===== src/rtl/alu_pkg.sv =====
// Shared decode definitions for the RV32IM front end.
//   alu_op_e  : 4-bit ALU operation code seen by the execute stage
//   OP_*      : major opcodes this stage decodes
//   F7_*      : funct7 values that select operation variants
package alu_pkg;

   typedef enum logic [3:0] {
      ALU_AND   = 4'b0000,
      ALU_OR    = 4'b0001,
      ALU_XOR   = 4'b0010,
      ALU_ADD   = 4'b0011,
      ALU_SUB   = 4'b0100,
      ALU_MUL   = 4'b0101,
      ALU_MULH  = 4'b0110,
      ALU_MULHU = 4'b0111,
      ALU_SLL   = 4'b1000,
      ALU_SRL   = 4'b1001,
      ALU_SRA   = 4'b1010,
      ALU_SLT   = 4'b1100,
      ALU_SLTU  = 4'b1101
   } alu_op_e;

   localparam logic [6:0] OP_REG = 7'b0110011;
   localparam logic [6:0] OP_IMM = 7'b0010011;
   localparam logic [6:0] OP_LUI = 7'b0110111;

   localparam logic [6:0] F7_BASE   = 7'b0000000;
   localparam logic [6:0] F7_ALT    = 7'b0100000;
   localparam logic [6:0] F7_MULDIV = 7'b0000001;

endpackage


===== src/rtl/regfile.sv =====
// Architectural register file.
//   clk, rst          : clock, synchronous active-high reset (clears all registers)
//   rs1_addr/rs1_data : combinational read port 1
//   rs2_addr/rs2_data : combinational read port 2
//   we, waddr, wdata  : synchronous write port from writeback
// x0 reads as zero and ignores writes. A write in flight is forwarded to
// a read of the same register in the same cycle.
module regfile #(
   parameter int NREGS = 32,
   parameter int XLEN  = 32,
   parameter int AW    = $clog2(NREGS)
) (
   input  logic            clk,
   input  logic            rst,
   input  logic [AW-1:0]   rs1_addr,
   output logic [XLEN-1:0] rs1_data,
   input  logic [AW-1:0]   rs2_addr,
   output logic [XLEN-1:0] rs2_data,
   input  logic            we,
   input  logic [AW-1:0]   waddr,
   input  logic [XLEN-1:0] wdata
);

   logic [XLEN-1:0] regs_q [NREGS];
   logic            wr_en;

   assign wr_en = we && (waddr != '0);

   always_ff @(posedge clk) begin
      if (rst) begin
         for (int i = 0; i < NREGS; i++) regs_q[i] <= '0;
      end else if (wr_en) begin
         regs_q[waddr] <= wdata;
      end
   end

   always_comb begin
      rs1_data = regs_q[rs1_addr];
      if (rs1_addr == '0)                     rs1_data = '0;
      else if (wr_en && (waddr == rs1_addr))  rs1_data = wdata;
   end

   always_comb begin
      rs2_data = regs_q[rs2_addr];
      if (rs2_addr == '0)                     rs2_data = '0;
      else if (wr_en && (waddr == rs2_addr))  rs2_data = wdata;
   end

endmodule


===== src/rtl/decode_regfile_stage.sv =====
// Decode / register-read stage feeding the ALU of the 3-stage RV32IM core.
//   clk, rst               : clock, synchronous active-high reset
//   instr, instr_valid     : instruction word and its qualifier
//   stall, flush           : hold EX registers / load a bubble (flush wins)
//   wb_we, wb_rd, wb_data  : register write port from writeback
//   ex_a, ex_b, ex_op      : registered ALU operands and operation
//   ex_rd, ex_we           : registered destination and write enable
//   ex_illegal             : registered undecodable-instruction flag
// Decode and register read are combinational; ex_* appear one cycle later.
module decode_regfile_stage
   import alu_pkg::*;
#(
   parameter int NREGS = 32,
   parameter int XLEN  = 32
) (
   input  logic                     clk,
   input  logic                     rst,
   input  logic [31:0]              instr,
   input  logic                     instr_valid,
   input  logic                     stall,
   input  logic                     flush,
   input  logic                     wb_we,
   input  logic [$clog2(NREGS)-1:0] wb_rd,
   input  logic [XLEN-1:0]          wb_data,
   output logic [XLEN-1:0]          ex_a,
   output logic [XLEN-1:0]          ex_b,
   output logic [3:0]               ex_op,
   output logic [4:0]               ex_rd,
   output logic                     ex_we,
   output logic                     ex_illegal
);

   logic [6:0]      opcode, funct7;
   logic [2:0]      funct3;
   logic [XLEN-1:0] rs1_data, rs2_data;
   logic [XLEN-1:0] imm_i, imm_sh, imm_u;

   logic            dec_ok;
   alu_op_e         dec_op;
   logic [XLEN-1:0] dec_a, dec_b;

   logic [XLEN-1:0] ex_a_q, ex_a_d, ex_b_q, ex_b_d;
   alu_op_e         ex_op_q, ex_op_d;
   logic [4:0]      ex_rd_q, ex_rd_d;
   logic            ex_we_q, ex_we_d, ex_ill_q, ex_ill_d;

   assign opcode = instr[6:0];
   assign funct3 = instr[14:12];
   assign funct7 = instr[31:25];

   assign imm_i  = {{(XLEN-12){instr[31]}}, instr[31:20]};
   assign imm_sh = {{(XLEN-5){1'b0}}, instr[24:20]};
   assign imm_u  = XLEN'({instr[31:12], 12'b0});

   regfile #(.NREGS(NREGS), .XLEN(XLEN)) u_regfile (
      .clk      (clk),
      .rst      (rst),
      .rs1_addr (instr[19:15]),
      .rs1_data (rs1_data),
      .rs2_addr (instr[24:20]),
      .rs2_data (rs2_data),
      .we       (wb_we),
      .waddr    (wb_rd),
      .wdata    (wb_data)
   );

   always_comb begin
      dec_ok = 1'b0;
      dec_op = ALU_AND;
      dec_a  = rs1_data;
      dec_b  = rs2_data;
      unique case (opcode)
         OP_REG: begin
            unique case (funct7)
               F7_BASE: begin
                  dec_ok = 1'b1;
                  unique case (funct3)
                     3'b000:  dec_op = ALU_ADD;
                     3'b001:  dec_op = ALU_SLL;
                     3'b010:  dec_op = ALU_SLT;
                     3'b011:  dec_op = ALU_SLTU;
                     3'b100:  dec_op = ALU_XOR;
                     3'b101:  dec_op = ALU_SRL;
                     3'b110:  dec_op = ALU_OR;
                     default: dec_op = ALU_AND;
                  endcase
               end
               F7_ALT: begin
                  if (funct3 == 3'b000) begin dec_ok = 1'b1; dec_op = ALU_SUB; end
                  if (funct3 == 3'b101) begin dec_ok = 1'b1; dec_op = ALU_SRA; end
               end
               F7_MULDIV: begin
                  if (funct3 == 3'b000) begin dec_ok = 1'b1; dec_op = ALU_MUL;   end
                  if (funct3 == 3'b001) begin dec_ok = 1'b1; dec_op = ALU_MULH;  end
                  if (funct3 == 3'b011) begin dec_ok = 1'b1; dec_op = ALU_MULHU; end
               end
               default: dec_ok = 1'b0;
            endcase
         end
         OP_IMM: begin
            dec_b  = imm_i;
            dec_ok = 1'b1;
            unique case (funct3)
               3'b000:  dec_op = ALU_ADD;
               3'b010:  dec_op = ALU_SLT;
               3'b011:  dec_op = ALU_SLTU;
               3'b100:  dec_op = ALU_XOR;
               3'b110:  dec_op = ALU_OR;
               3'b111:  dec_op = ALU_AND;
               3'b001: begin
                  dec_b  = imm_sh;
                  dec_op = ALU_SLL;
                  dec_ok = (funct7 == F7_BASE);
               end
               default: begin
                  dec_b  = imm_sh;
                  dec_op = (funct7 == F7_ALT) ? ALU_SRA : ALU_SRL;
                  dec_ok = (funct7 == F7_BASE) || (funct7 == F7_ALT);
               end
            endcase
         end
         OP_LUI: begin
            dec_ok = 1'b1;
            dec_op = ALU_ADD;
            dec_a  = '0;
            dec_b  = imm_u;
         end
         default: dec_ok = 1'b0;
      endcase
   end

   // Priority: flush > stall > bubble > decoded instruction.
   always_comb begin
      ex_a_d   = ex_a_q;
      ex_b_d   = ex_b_q;
      ex_op_d  = ex_op_q;
      ex_rd_d  = ex_rd_q;
      ex_we_d  = ex_we_q;
      ex_ill_d = ex_ill_q;
      if (flush || (!stall && !instr_valid)) begin
         ex_a_d   = '0;
         ex_b_d   = '0;
         ex_op_d  = ALU_AND;
         ex_rd_d  = '0;
         ex_we_d  = 1'b0;
         ex_ill_d = 1'b0;
      end else if (!stall) begin
         ex_a_d   = dec_ok ? dec_a : '0;
         ex_b_d   = dec_ok ? dec_b : '0;
         ex_op_d  = dec_ok ? dec_op : ALU_AND;
         ex_rd_d  = dec_ok ? instr[11:7] : 5'd0;
         ex_we_d  = dec_ok;
         ex_ill_d = !dec_ok;
      end
   end

   always_ff @(posedge clk) begin
      if (rst) begin
         ex_a_q   <= '0;
         ex_b_q   <= '0;
         ex_op_q  <= ALU_AND;
         ex_rd_q  <= '0;
         ex_we_q  <= 1'b0;
         ex_ill_q <= 1'b0;
      end else begin
         ex_a_q   <= ex_a_d;
         ex_b_q   <= ex_b_d;
         ex_op_q  <= ex_op_d;
         ex_rd_q  <= ex_rd_d;
         ex_we_q  <= ex_we_d;
         ex_ill_q <= ex_ill_d;
      end
   end

   assign ex_a       = ex_a_q;
   assign ex_b       = ex_b_q;
   assign ex_op      = ex_op_q;
   assign ex_rd      = ex_rd_q;
   assign ex_we      = ex_we_q;
   assign ex_illegal = ex_ill_q;

endmodule


===== config.mk =====
export PLATFORM = sky130hd
export DESIGN_NAME = decode_regfile_stage
export DESIGN_NICKNAME = d
export VERILOG_FILES = /design/src/rtl/alu_pkg.sv /design/src/rtl/regfile.sv /design/src/rtl/decode_regfile_stage.sv
export SDC_FILE = /design/constraint.sdc
export NUM_CORES = 2
export LEC_CHECK = 0
export CORE_MARGIN = 1
export CORE_UTILIZATION = 40
export CTS_BUF_LIST = sky130_fd_sc_hd__clkbuf_2 sky130_fd_sc_hd__clkbuf_4 sky130_fd_sc_hd__clkbuf_8
export CTS_CLUSTER_DIAMETER = 60
export CTS_CLUSTER_SIZE = 28
export DETAILED_ROUTE_END_ITERATION = 12
export MAX_ROUTING_LAYER = met4
export SETUP_SLACK_MARGIN = 0.4
export SLEW_MARGIN = 20
export SYNTH_ARGS = -nofsm -noshare
export SYNTH_HDL_FRONTEND = slang
export SYNTH_HIERARCHICAL = 1
export SYNTH_SLANG_ARGS = --single-unit

===== constraint.sdc =====
create_clock -name clk -period 3.5 [get_ports clk]
set_input_delay 0.35 -clock clk [delete_from_list [all_inputs] [get_ports clk]]
set_output_delay 0.35 -clock clk [all_outputs]
set_load 0.01 [all_outputs]

# Word-level counts from Yosys, hierarchy flattened
# Memories as Yosys holds them, arrays and structs flattened.
# Cells that the tools add are included.
[totals] word_cells=74 register_bits=75 in_bits=75 romBits=0 latchBits=0 out_inout_bits=75 memories=1 ram_bits=1024
[memory_table] name="u_regfile.regs_q" words=32 word_bits=32 rd=2 rd_clocked_by_memory_dff=0 write_ports=32 line="regfile.sv:24" rtl="logic [XLEN-1:0] regs_q [NREGS];"
[classes] add_sub_neg=0 n_bitwise=0 n_mux=36 reduce_logical=17 n_mul=0 shifts=0 eq_ne=14 n_lt_le_gt_ge=0 div_mod_pow=0
[ops] op="$mux W32" n=9
[ops] op="$pmux W32 S2" n=1
[ops] op="$pmux W4 S7" n=2
[ops] op="$reduce_or A32 Y1" n=1
[ops] op="$pmux W4 S3" n=2
[ops] op="$eq A7 B6 Y1 const B" n=3
[ops] op="$mux W4" n=4
[ops] op="$eq A3 B3 Y1 const B" n=4
[ops] op="$eq A5 B5 Y1" n=2
[ops] op="$logic_not A5 Y1" n=2
[ops] op="$mux W1" n=10
[ops] op="$mux W5" n=2
[ops] op="$eq A7 B1 Y1 const B" n=1
[ops] op="$eq A7 B5 Y1 const B" n=1
[ops] op="$logic_not A7 Y1" n=1
[ops] op="$eq A3 B2 Y1 const B" n=2
[ops] op="$mux W3" n=2
[ops] op="$pmux W1 S3" n=2
[ops] op="$reduce_or A6 Y1" n=1
[ops] op="$reduce_bool A5 Y1" n=1
[ops] op="$logic_and A1 B1 Y1" n=4
[ops] op="$eq A3 B1 Y1 const B" n=1
[ops] op="$logic_not A1 Y1" n=3
[ops] op="$logic_not A3 Y1" n=1
[ops] op="4 further kinds" n=5

# Longest topological paths before layout
[depth] word_depth=7 ltp_mapped=13 depth_no_buf=9

# Modules after synthesis
# Netlist, hierarchy kept.
[modules_own_cells] mod="regfile" seq_area_each_um2=30749.5 n_inst=1 cells_each=3918 area_per_inst_um2=55723.4
[modules_own_cells] mod="decode_regfile_stage" seq_area_each_um2=1501.4 n_inst=1 cells_each=400 area_per_inst_um2=3631.0

# Least setup slack after synthesis
# No wires, ideal clock.
[synth_timing] path_kind="input port to flip-flop" startpoint="input port instr[20]" endpoint="register ex_b_q[25] (netlist: ex_b[25])" path_buffers=3 slack_ns=0.943 setup_ns=0.133 arrival_ns=2.423 required_ns=3.367 path_stages=10 path_cell_list="buf_6 -> buf_6 -> buf_2 -> mux4_2 -> a22oi_1 -> a21oi_1 -> a211o_1 -> a221o_1 -> o21ai_0 -> a21oi_1"
[synth_between] elab_chain_len=6 word_cells_on_any_way=8 classes_between="eq/ne: 1; mux: 4; reduce/logical: 2; memory: 1"
[synth_lines] item="start, declared" line="decode_regfile_stage.sv:18" rtl="input logic [31:0] instr,"
[synth_lines] item="branches (longest 3 deep; another with $mem_v2 Z32 W32)"
[synth_lines] item="$mux W32 *" line="regfile.sv:45" rtl="if (rs2_addr == '0) rs2_data = '0;"
[synth_lines] item="named net rs2_data[25]" line="decode_regfile_stage.sv:35" rtl="logic [XLEN-1:0] rs1_data, rs2_data;"
[synth_lines] item="$pmux W32 S2 *" line="decode_regfile_stage.sv:72" rtl="unique case (opcode)"
[synth_lines] item="$mux W32 *" line="decode_regfile_stage.sv:149" rtl="ex_b_d = dec_ok ? dec_b : '0;"
[synth_lines] item="end signal, assigned" line="decode_regfile_stage.sv:160" rtl="ex_b_q <= '0;"
[synth_lines] item="end signal, assigned" line="decode_regfile_stage.sv:167" rtl="ex_b_q <= ex_b_d;"
[synth_lines] item="end, declared" line="decode_regfile_stage.sv:42" rtl="logic [XLEN-1:0] ex_a_q, ex_a_d, ex_b_q, ex_b_d;"
# Mark *: on every way through the listed nets, which the timed path passes.
# A chain may end at the register's enable or synchronous reset.

# Worst setup path in the final report
[layout_timing] startpoint="input port wb_rd[2]" endpoint="register ex_b_q[31] (netlist: ex_b[31])"
[layout_between] elab_chain_len=7 word_cells_on_any_way=8 classes_between="eq/ne: 1; mux: 4; reduce/logical: 3"
[layout_lines] item="start, declared" line="decode_regfile_stage.sv:23" rtl="input logic [$clog2(NREGS)-1:0] wb_rd,"
[layout_lines] item="$reduce_bool A5 Y1" line="regfile.sv:27" rtl="assign wr_en = we && (waddr != '0);"
[layout_lines] item="$logic_and A1 B1 Y1" line="regfile.sv:27"
[layout_lines] item="$logic_and A1 B1 Y1 *" line="regfile.sv:46" rtl="else if (wr_en && (waddr == rs2_addr)) rs2_data = wdata;"
[layout_lines] item="$mux W32 *" line="regfile.sv:46"
[layout_lines] item="$mux W32 *" line="regfile.sv:45"
[layout_lines] item="named net rs2_data[31]" line="decode_regfile_stage.sv:35"
[layout_lines] item="$pmux W32 S2 *" line="decode_regfile_stage.sv:72"
[layout_lines] item="$mux W32 *" line="decode_regfile_stage.sv:149"
# Mark *: on every way through the listed nets, which the timed path passes. The rest lies on a longest branch.

==> results.tsv <==
stage	metric	value	unit
clocking	CTS Buffer Depth	3	
critical_path	CP arrival	3670	ps
timing	Final Worst Setup Slack	619	ps
route	via count	42300	
critical_path	end of the worst register-to-register path	ex_b[11]$_SDFFE_PP0N_	
timing	Max Freq	347	MHz
timing	Max Transition Viols Final	0	
hold_path	Hold Crit Class	primary input to flop	
timing	Final period util	0.823	
critical_path	R2R cell count	9	
logic_synthesis	post-synthesis cell type count	85	
logic_synthesis	most numerous cell in the Yosys netlist	edfxtp_1	
placement	IO buf count	149	
logic_synthesis	post-synthesis register bit count	1099	
pwr	peak supply drop	321	uV
final_layout	Final Cell Area	67700	sq um
grt	met1 GRT Util	0.419	
route	drt pass-1 iters	8	
logic_synthesis	Synth area leaders	edfxtp_1, mux4_2, and2_1	
grt	busiest grt layer	met2	
critical_path	Crit. Startpoint	wb_rd[2]	
logic_synthesis	area leader, netlist	edfxtp_1	
grt	vias in the first global route	40800	
grt	initial antenna violation count	27	
grt	total gr overflow	0	
timing	Slew HR	0.133	
grt	met2 Use GR	0.476	
clocking	CTS H-tree lvls	3	
floorplanning	boundary pin count	150	
timing	post-layout min period	2880	ps
route	starting DRC count in detailed routing	6497	
floorplanning	Rows	140	
logic_synthesis	count of warnings emitted by yosys	6	
critical_path	critical path endpoint	ex_b[31]$_SDFFE_PP0N_	
logic_synthesis	Most used DFF post-synth	edfxtp_1	
route	vias per cell	6.50	
floorplanning	die width	387	um
critical_path	worst r2r src	u_regfile/regs_q[31][11]$_SDFFCE_PN0P_	
logic_synthesis	Post-Syn Instances	4318	
route	WL/cell	36.3	um
grt	global-route wire length before repair	327000	um
floorplanning	DIE HEIGHT	387	um
clocking	Clk pin slew, worst setup/hold paths	90	ps
run_status	outcome	finished clean	
logic_synthesis	Avg Inst Size Synth	13.7	sq um
critical_path	crit end category	flop	
floorplanning	Core Footprint	146000	sq um
logic_synthesis	Post-synth EDFFs	1024	
clocking	Clk Latency, worst-skew pair	900	ps
timing	setup TNS	0	ps
clocking	CTS tree	done	
timing	Slew @ Worst Pin	1300	ps
timing	clock skew	58.3	ps
logic_synthesis	FFs w/ async S/R, synth	0	
grt	pin count of the biggest net entering global routing	59	
logic_synthesis	Post-Syn Area	59400	sq um
final_layout	Net count, final	4563	
clocking	TritonCTS buffer count	110	
logic_synthesis	Seq/Total Area, Yosys	0.543	
pwr	Pwr Density	436	nW/um^2
clocking	root buffer cell	clkbuf_8	
clocking	CTS resizes	0	
route	Detailed Route WL	237000	um
placement	area of placed instances	64900	sq um
grt	gr usage total	0.320	
job	Max-Cap Viols	0	
placement	Final GP Congestion	0.932	
timing	final setup fails	0	
critical_path	Setup CP Type	primary input to flop	
logic_synthesis	top cell type's share of synthesized area	0.518	
route	# DRC	0	
critical_path	Startpoint Class	primary input	
final_layout	fraction of layout cells with a size suffix above 1	0.235	
placement	hpwl dp	150000	um
grt	met3 usage	0.0839	
logic_synthesis	most frequent cells after synthesis	edfxtp_1, and2_1, mux4_2	
timing	RSZ-0062 raised after global routing	false	
clocking	CTS Sinks	1099	
pwr	Leak	23.7	nW
critical_path	R2R Setup Slk	620	ps
floorplanning	Initial Util	0.405	
critical_path	CP max FO	22	
critical_path	WP data required	4290	ps
timing	final hold violation count	0	
floorplanning	Die ar.	150000	sq um
placement	Setup Slack @ Placement	-154	ps
route	antenna-violating nets left	0	
final_layout	area delta synth->final	14.1	%
==> per-layer routing <==
| layer | routed length [um] | vias to the layer above |
|---|---|---|
| met5 | 0 | - |
| met4 | 9720 | 0 |
| met3 | 30400 | 520 |
| met1 | 90800 | 21700 |
| li1 | - | 16800 |
| met2 | 106000 | 3210 |
==> worst min-delay path by stage <==
stage / end / depth (start not counted) / startpoint
floorplan: ex_b[19]$_SDFFE_PP0N_ / 2 / ex_b[19]$_SDFFE_PP0N_
global route: ex_rd[3]$_SDFFE_PP0N_ / 3 / instr[10]
finish: ex_rd[3]$_SDFFE_PP0N_ / 3 / instr[10]
CTS: ex_rd[3]$_SDFFE_PP0N_ / 3 / instr[10]
global placement: ex_rd[0]$_SDFFE_PP0N_ / 2 / ex_rd[0]$_SDFFE_PP0N_
detailed placement: ex_b[20]$_SDFFE_PP0N_ / 2 / ex_b[20]$_SDFFE_PP0N_
==> kinds of logic after synthesis <==
family                 count (synthesis)  share of synthesized area
AO/OA/AOI/OAI                        602                     0.0771
AND/OR/NAND/NOR                     1402                      0.137
XOR/XNOR                              11                    0.00162
multiplexers                         737                      0.203
buffers and inverters                466                     0.0374
other                                  1                  0.0000632
flip-flops                          1099                      0.543
==> final cells by class <==
| cell class | instances | area, sq um |
|---|---|---|
| Fill cell | 12900 | 78700 |
| Sequential cell | 1099 | 32300 |
| Multi-Input combinational cell | 2784 | 25300 |
| Timing Repair Buffer | 486 | 4940 |
| Tap cell | 1917 | 2400 |
| Clock buffer | 117 | 1590 |
| Clock inverter | 88 | 1150 |
| Antenna cell | 11 | 27.5 |
| Inverter | 7 | 26.3 |
==> report_power, final <==
group | internal (mW) | switching, mW | leakage (nW)
sequential | 15.0 | 0.351 | 10.4
clock | 4.31 | 5.60 | 1.35
combinational | 1.73 | 2.53 | 12.0
==> metrics by stage <==
step                      hold slack [ps]  std cells   util  total power, mW
after floorplan                       476       4349      -             17.9
after global placement                456       6288  0.443             19.7
after detailed placement              457       6288  0.443             19.8
after CTS                            6.60       6498  0.462             29.5
after global routing                 50.5       6503  0.462             30.2
final                                40.6       6509  0.462             29.5
==> critical path, stage by stage <==
cell	delay, ps
clkdlybuf4s50_1	630
or3_1	520
buf_4	210
o31a_1	290
and3_4	330
a2111oi_0	420
a21oi_1	260
inv_1	110
o22ai_1	80
a221oi_1	310
o21ai_0	120
==> state kept, by name, summed over array words and instances (netlist names) <==
name,count
ex_op,4
ex_we,1
ex_illegal,1
u_regfile/regs_q,1024
ex_rd,5
ex_b,32
ex_a,32
==> layout by cell type, fill, tap and decap left out, types with 75 or more instances in the layout <==
cell,count
dfxtp_1,75
clkdlybuf4s50_1,138
mux2i_1,335
edfxtp_1,1024
buf_4,262
and2_1,963
nand2_1,179
clkbuf_8,113
mux4_2,356
a21oi_1,105
==> repair_timing <==
action                                 CTS  global route
hold buffers                             5             0
buffers inserted                         0             0
endpoints found under the hold margin   21             0
Note: power is estimated with default switching activity, not from simulation.
